--- src/rtl/dot_pkg.sv ---
// Shared types and constants for the dot-product accelerator:
// sequencer states, CPU register offsets and the fixed-point format.
package dot_pkg;

    typedef enum logic [2:0] {
        IDLE,
        REQ_W,
        WAIT_W,
        REQ_X,
        WAIT_X,
        MAC
    } state_e;

    localparam logic [3:0] REG_START = 4'd0;
    localparam logic [3:0] REG_WADDR = 4'd1;
    localparam logic [3:0] REG_XADDR = 4'd2;
    localparam logic [3:0] REG_LEN   = 4'd3;

    localparam int FRAC_BITS = 16;

endpackage

--- src/rtl/dot_product_if.sv ---
// Bus bundle for the accelerator: the CPU-facing Avalon-MM slave port and
// the SDRAM-facing Avalon-MM read master port.
interface dot_product_if;

    logic        slave_waitrequest;
    logic [3:0]  slave_address;
    logic        slave_read;
    logic [31:0] slave_readdata;
    logic        slave_write;
    logic [31:0] slave_writedata;

    logic        master_waitrequest;
    logic [31:0] master_address;
    logic        master_read;
    logic [31:0] master_readdata;
    logic        master_readdatavalid;
    logic        master_write;
    logic [31:0] master_writedata;

    // master: the accelerator's view; slave: the view of the CPU and memory around it.
    modport master (
        output slave_waitrequest, slave_readdata,
        output master_address, master_read, master_write, master_writedata,
        input  slave_address, slave_read, slave_write, slave_writedata,
        input  master_waitrequest, master_readdata, master_readdatavalid
    );

    modport slave (
        input  slave_waitrequest, slave_readdata,
        input  master_address, master_read, master_write, master_writedata,
        output slave_address, slave_read, slave_write, slave_writedata,
        output master_waitrequest, master_readdata, master_readdatavalid
    );

endinterface

--- src/rtl/fixmul.sv ---
// Combinational signed Q16.16 multiply: full 64-bit product, arithmetic
// shift by the fraction width, keep the low 32 bits (wraps, no saturation).
module fixmul
    import dot_pkg::*;
(
    input  logic signed [31:0] a,
    input  logic signed [31:0] b,
    output logic signed [31:0] y
);

    logic signed [63:0] prod;

    assign prod = 64'(a) * 64'(b);
    assign y    = 32'(prod >>> FRAC_BITS);

endmodule

--- src/rtl/dot_product.sv ---
// Avalon-MM dot-product accelerator: fetches W[i] and X[i] one read at a
// time from memory and accumulates their Q16.16 products into one result.
module dot_product
    import dot_pkg::*;
(
    input logic           clk,
    input logic           rst_n,
    dot_product_if.master bus
);

    state_e      state_q, state_d;
    logic [31:0] w_base_q, w_base_d, x_base_q, x_base_d, len_q, len_d;
    logic [31:0] run_w_q, run_w_d, run_x_q, run_x_d, run_len_q, run_len_d;
    logic [31:0] idx_q, idx_d, acc_q, acc_d, result_q, result_d;
    logic [31:0] w_q, w_d, x_q, x_d;
    logic [31:0] product;

    fixmul u_fixmul (
        .a (w_q),
        .b (x_q),
        .y (product)
    );

    always_comb begin
        // NOTE: every _d gets its hold value first so no path infers a latch.
        state_d   = state_q;
        w_base_d  = w_base_q;
        x_base_d  = x_base_q;
        len_d     = len_q;
        run_w_d   = run_w_q;
        run_x_d   = run_x_q;
        run_len_d = run_len_q;
        idx_d     = idx_q;
        acc_d     = acc_q;
        result_d  = result_q;
        w_d       = w_q;
        x_d       = x_q;

        case (state_q)
            IDLE: begin
                if (bus.slave_write) begin
                    case (bus.slave_address)
                        REG_START: begin
                            // The run works from a private copy of the setup registers.
                            run_w_d   = w_base_q;
                            run_x_d   = x_base_q;
                            run_len_d = len_q;
                            idx_d     = '0;
                            acc_d     = '0;
                            if (len_q == '0) result_d = '0;
                            else             state_d  = REQ_W;
                        end
                        REG_WADDR: w_base_d = bus.slave_writedata;
                        REG_XADDR: x_base_d = bus.slave_writedata;
                        REG_LEN:   len_d    = bus.slave_writedata;
                        default: ;
                    endcase
                end
            end
            REQ_W:  if (!bus.master_waitrequest) state_d = WAIT_W;
            WAIT_W: begin
                if (bus.master_readdatavalid) begin
                    w_d     = bus.master_readdata;
                    state_d = REQ_X;
                end
            end
            REQ_X:  if (!bus.master_waitrequest) state_d = WAIT_X;
            WAIT_X: begin
                if (bus.master_readdatavalid) begin
                    x_d     = bus.master_readdata;
                    state_d = MAC;
                end
            end
            MAC: begin
                acc_d = acc_q + product;
                if (idx_q + 32'd1 < run_len_q) begin
                    idx_d   = idx_q + 32'd1;
                    state_d = REQ_W;
                end else begin
                    result_d = acc_q + product;
                    state_d  = IDLE;
                end
            end
            default: state_d = IDLE;
        endcase
    end

    // NOTE: state flops use non-blocking assignment so every flop samples pre-edge values.
    always_ff @(posedge clk) begin
        if (!rst_n) begin
            state_q   <= IDLE;
            w_base_q  <= '0;
            x_base_q  <= '0;
            len_q     <= '0;
            run_w_q   <= '0;
            run_x_q   <= '0;
            run_len_q <= '0;
            idx_q     <= '0;
            acc_q     <= '0;
            result_q  <= '0;
            w_q       <= '0;
            x_q       <= '0;
        end else begin
            state_q   <= state_d;
            w_base_q  <= w_base_d;
            x_base_q  <= x_base_d;
            len_q     <= len_d;
            run_w_q   <= run_w_d;
            run_x_q   <= run_x_d;
            run_len_q <= run_len_d;
            idx_q     <= idx_d;
            acc_q     <= acc_d;
            result_q  <= result_d;
            w_q       <= w_d;
            x_q       <= x_d;
        end
    end

    always_comb begin
        bus.slave_readdata = '0;
        case (bus.slave_address)
            REG_START: bus.slave_readdata = result_q;
            REG_WADDR: bus.slave_readdata = w_base_q;
            REG_XADDR: bus.slave_readdata = x_base_q;
            REG_LEN:   bus.slave_readdata = len_q;
            default: ;
        endcase
    end

    // CPU accesses only complete in IDLE, so a result read blocks until the run ends.
    assign bus.slave_waitrequest = (state_q != IDLE) && (bus.slave_read || bus.slave_write);

    // Request outputs decode straight from state, so they hold while the slave stalls.
    always_comb begin
        bus.master_address = '0;
        if (state_q == REQ_W) bus.master_address = run_w_q + (idx_q << 2);
        if (state_q == REQ_X) bus.master_address = run_x_q + (idx_q << 2);
    end

    assign bus.master_read      = (state_q == REQ_W) || (state_q == REQ_X);
    assign bus.master_write     = 1'b0;
    assign bus.master_writedata = '0;

endmodule

--- src/flat_wrapper.sv ---
// flat-port wrapper written by rule: the top's interface ports become plain ports
module dot_product_flat import dot_pkg::*;
  (clk, rst_n, bus_slave_waitrequest, bus_slave_readdata, bus_master_address, bus_master_read, bus_master_write, bus_master_writedata, bus_slave_address, bus_slave_read, bus_slave_write, bus_slave_writedata, bus_master_waitrequest, bus_master_readdata, bus_master_readdatavalid);
  dot_product_if bus_i ();
  input logic clk;
  input logic rst_n;
  output wire logic [$bits(bus_i.slave_waitrequest)-1:0] bus_slave_waitrequest;
  output wire logic [$bits(bus_i.slave_readdata)-1:0] bus_slave_readdata;
  output wire logic [$bits(bus_i.master_address)-1:0] bus_master_address;
  output wire logic [$bits(bus_i.master_read)-1:0] bus_master_read;
  output wire logic [$bits(bus_i.master_write)-1:0] bus_master_write;
  output wire logic [$bits(bus_i.master_writedata)-1:0] bus_master_writedata;
  input wire logic [$bits(bus_i.slave_address)-1:0] bus_slave_address;
  input wire logic [$bits(bus_i.slave_read)-1:0] bus_slave_read;
  input wire logic [$bits(bus_i.slave_write)-1:0] bus_slave_write;
  input wire logic [$bits(bus_i.slave_writedata)-1:0] bus_slave_writedata;
  input wire logic [$bits(bus_i.master_waitrequest)-1:0] bus_master_waitrequest;
  input wire logic [$bits(bus_i.master_readdata)-1:0] bus_master_readdata;
  input wire logic [$bits(bus_i.master_readdatavalid)-1:0] bus_master_readdatavalid;
  assign bus_slave_waitrequest = bus_i.slave_waitrequest;
  assign bus_slave_readdata = bus_i.slave_readdata;
  assign bus_master_address = bus_i.master_address;
  assign bus_master_read = bus_i.master_read;
  assign bus_master_write = bus_i.master_write;
  assign bus_master_writedata = bus_i.master_writedata;
  assign bus_i.slave_address = bus_slave_address;
  assign bus_i.slave_read = bus_slave_read;
  assign bus_i.slave_write = bus_slave_write;
  assign bus_i.slave_writedata = bus_slave_writedata;
  assign bus_i.master_waitrequest = bus_master_waitrequest;
  assign bus_i.master_readdata = bus_master_readdata;
  assign bus_i.master_readdatavalid = bus_master_readdatavalid;
  dot_product u_core (.clk(clk), .rst_n(rst_n), .bus(bus_i));
endmodule
--- config.mk ---
export PLATFORM = sky130hd
export DESIGN_NAME = dot_product_flat
export DESIGN_NICKNAME = d
export VERILOG_FILES = /design/src/rtl/dot_pkg.sv /design/src/rtl/dot_product_if.sv /design/src/rtl/fixmul.sv /design/src/rtl/dot_product.sv /design/src/flat_wrapper.sv
export SDC_FILE = /design/constraint.sdc
export NUM_CORES = 2
export LEC_CHECK = 0
export CORE_MARGIN = 2
export CORE_UTILIZATION = 59
export CTS_BUF_LIST = sky130_fd_sc_hd__clkbuf_2
export DETAILED_ROUTE_END_ITERATION = 7
export MAX_ROUTING_LAYER = met4
export PLACE_DENSITY = 0.8
export SYNTH_ARGS = -nofsm -noshare
export SYNTH_HDL_FRONTEND = slang
export SYNTH_SLANG_ARGS = --single-unit
--- constraint.sdc ---
create_clock -name clk -period 9.15 [get_ports clk]
set_clock_uncertainty 0.1 [all_clocks]
set_input_delay 2.2875 -clock clk [delete_from_list [all_inputs] [get_ports clk]]
set_output_delay 2.2875 -clock clk [all_outputs]
set_load 0.02 [all_outputs]
==> results.tsv <==
stage	metric	value	unit
global_route	first-pass GRT wire length	223200	um
timing	post-route clock period utilization	101.2	%
drt	DRC Markers	0	
final_layout	Register Area	0.007197	sq mm
drt	Final ANT Viol Nets	0	
final_layout	final core occ	66.32	%
clocking	CTS clk-pin slew, worst paths	0.11	ns
drt	Vias/cell	5.754	
setup_path	CP Class	reg2reg	
place	DP HPWL	111000	um
synth	Ys Warns	0	
synth	Mapped Cells	5652	
timing	Slew @ Worst Pin	1.487	ns
setup_path	CP max-delay cell	fa_2	
worst_hold_path	worst hold path startpoint	u_core.w_base_q[6]	
synth	Post-Synthesis Mean Instance Area	8.628	sq um
timing	Min Clock Period, post-route	9.255	ns
final_layout	footprint of the multi-input gates	0.03766	sq mm
setup_path	CP Launch Type	flop	
final_layout	layout cells sized above 1	10.74	%
setup_path	crit-path max FO	7	
drt	DR vias	40495	
global_route	vias in the first global route	41645	
timing	final setup fails	8	
global_route	largest net degree at the start of global routing	294	
final_layout	most frequent cells in the layout	nand2_1 (1038), inv_1 (837), fa_1 (818), and2_1 (514), dfxtp_1 (323)	
synth	synthesized cell area	0.04876	sq mm
die	CORE AREA	0.08198	sq mm
synth	Post-synth EDFFs	0	
setup_path	Largest stage delay, worst path	0.59	ns
setup_path	WP data required	10.06	ns
clocking	H-tree depth	3	
setup_path	Worst setup EP type	flop	
die	Die Wd	291.5	um
setup_path	register-to-register path setup slack	-0.11	ns
worst_hold_path	HP Class	reg2reg	
synth	Synth Register Bits	355	
drt	DRT iter0 DRCs	3204	
power_and_ir_drop	LEAKAGE	25.47	nW
clocking	hold-fix buffers at CTS	0	
die	row count	105	
global_route	total grt overflow	0	
setup_path	WP data arrival	10.16	ns
clocking	Skew-Pair Late Insertion Delay	1.21	ns
timing	Hold Worst Slack	0.3501	ns
place	IO buf count	139	
final_layout	most common cell after layout, fill and taps aside	nand2_1	
final_layout	Total Nets Final	7092	
synth	Yosys cell types	76	
worst_hold_path	Hold Path Sink	u_core.run_w_q[6]	
drt	routed len/inst	20.03	um
global_route	initial antenna violation count	10	
job	max-cap violations	0	
synth	sequential element share of the synthesized area	14.57	%
synth	Top FF cell, synth	dfxtp_1	
power_and_ir_drop	VDD IR max	0.00006301	V
global_route	total track usage	34.53	%
drt	Initial DRT Pass Iterations	6	
timing	RSZ-0062 raised after global routing	yes	
clocking	Root Buffer	clkbuf_2	
timing	Max Freq	108.0	MHz
place	GPL Wtd Cong	0.9628	
setup_path	cell mode on critical path	fa_1	
clocking	CTS max path bufs	3	
final_layout	fillcell total	6650	
clocking	Sink Count	355	
setup_path	RR Startpoint	u_core.x_q[5]	
setup_path	r2r endpoint	u_core.result_q[28]	
timing	Slew HR	0.8850	%
die	Die H	291.5	um
die	Initial Util	59.48	%
timing	Setup TNS	-0.3947	ns
drt	routed wire length	141000	um
clocking	CTS tree	built	
synth	Async SR Flop Fraction	0	%
run_status	failing checks	setup timing	
die	IO Pins	173	
timing	PnR worst setup slack	-0.1055	ns
timing	final hold vios	0	
power_and_ir_drop	Power Dens Cells	53.03	mW/mm^2
die	DIE AREA	0.08497	sq mm
timing	Max Slew Vio Count	0	
run_status	status	finished, violations left	
worst_hold_path	WHS Path Cells	2	
clocking	total CTS buffers	91	
final_layout	Area Growth Syn to Fin	11.49	%
setup_path	cell depth of the worst flop-to-flop path	36	
-- worst max-delay path by stage --
stage                              start             endpoint  slack [ns]  depth (start not counted)
after CTS                 u_core.w_q[16]  u_core.result_q[28]      0.0008                         36
after floorplan           u_core.w_q[15]     u_core.acc_q[29]        0.04                         36
after detailed placement  u_core.w_q[10]     u_core.acc_q[29]       -0.65                         37
after global routing      u_core.x_q[13]     u_core.acc_q[28]       -0.45                         35
final                      u_core.x_q[5]  u_core.result_q[28]       -0.11                         36
after global placement    u_core.w_q[10]     u_core.acc_q[24]       -0.44                         38
-- synthesized netlist by cell type, types with 21 or more instances --
master | instances | area share, %
a22o_1 | 34 | 0.61
clkbuf_1 | 310 | 2.4
o21ai_0 | 113 | 1.2
nand4_1 | 23 | 0.30
ha_1 | 285 | 7.3
nand3_1 | 39 | 0.40
a21oi_1 | 130 | 1.3
nor2_1 | 149 | 1.1
nand2b_1 | 22 | 0.28
nor2b_1 | 57 | 0.73
a21o_1 | 52 | 0.80
and2_1 | 522 | 6.7
xor2_1 | 61 | 1.1
nand2_1 | 1041 | 8.0
nor3_1 | 33 | 0.34
buf_4 | 34 | 0.52
dfxtp_1 | 355 | 15
a221o_1 | 34 | 0.70
fa_1 | 841 | 35
o21a_1 | 30 | 0.46
inv_1 | 849 | 6.5
xnor2_1 | 112 | 2.0
a21boi_0 | 297 | 4.6
and3_1 | 21 | 0.27
-- state kept, by name, indices dropped and copies added, names as in the netlist --
name              cells
u_core.run_x_q       32
u_core.idx_q         32
u_core.w_q           32
u_core.run_w_q       32
u_core.acc_q         32
u_core.state_q        3
u_core.len_q         32
u_core.x_base_q      32
u_core.run_len_q     32
u_core.w_base_q      32
u_core.result_q      32
u_core.x_q           32
-- layer usage --
layer	vias up	GRT usage [%]	part of all wire, %
met5	-	-	0
met4	0	21.40	7.3
met3	553	4.482	8.3
met2	1965	52.79	46
met1	19993	43.85	38
li1	17984	-	-
-- cell families (layout without fill, tap and decap cells) --
group	after synthesis	after routing	synth area share [%]
and+or+nand+nor	1970	1970	19.10
buffers and inverters	1209	1486	9.612
adders and majority gates	1126	1126	41.84
AOI/OAI and AO/OA	809	809	11.58
DFF	355	355	14.57
xor gates and xnor gates	173	173	3.107
muxes	9	9	0.1847
other	1	40	0.007690
-- critical path, delay by kind of cell, from the launching register on --
family | cells | cell delay (ns)
adders and majority gates | 10 | 4.51
xor gates and xnor gates | 2 | 0.27
and+or+nand+nor | 9 | 1.47
DFF | 1 | 0.40
AOI/OAI and AO/OA | 12 | 2.15
buffers and inverters | 3 | 0.23
-- what timing repair did --
| item | 4_1_cts | 5_1_grt |
|---|---|---|
| endpoints found under the setup margin | 36 | 39 |
| buffers inserted | 20 | 18 |
| gates resized for setup | 133 | 106 |
| pin swaps | 52 | 63 |
-- through the flow --
step	area [sq um]	power [mW]	instances	setup WS [ns]
2_1_floorplan	48890	1.681	5684	0.04235
3_3_place_gp	52550	1.744	6834	-0.4448
3_5_place_dp	52550	1.745	6834	-0.6510
4_1_cts	53910	2.891	7016	0.0008455
5_1_grt	54370	2.976	7038	-0.4518
6_report	54370	2.883	7038	-0.1055
-- report_power, final --
| part | internal, mW | leakage, nW | switching [mW] | total, mW |
|---|---|---|---|---|
| clock | 0.440 | 0.637 | 0.733 | 1.17 |
| combinational | 0.0633 | 21.9 | 0.0945 | 0.158 |
| sequential | 1.54 | 2.88 | 0.00797 | 1.55 |
-- cell type report --
class | count | share of cell area, %
sequential | 355 | 13.24
inverter | 849 | 5.861
clock inverter | 36 | 0.3935
antenna | 7 | 0.03222
multi-input combinational | 4120 | 69.27
timing repair buffer | 475 | 7.580
clock buffer | 126 | 1.160
tap | 1070 | 2.462
(Power assumes the default switching activity.)
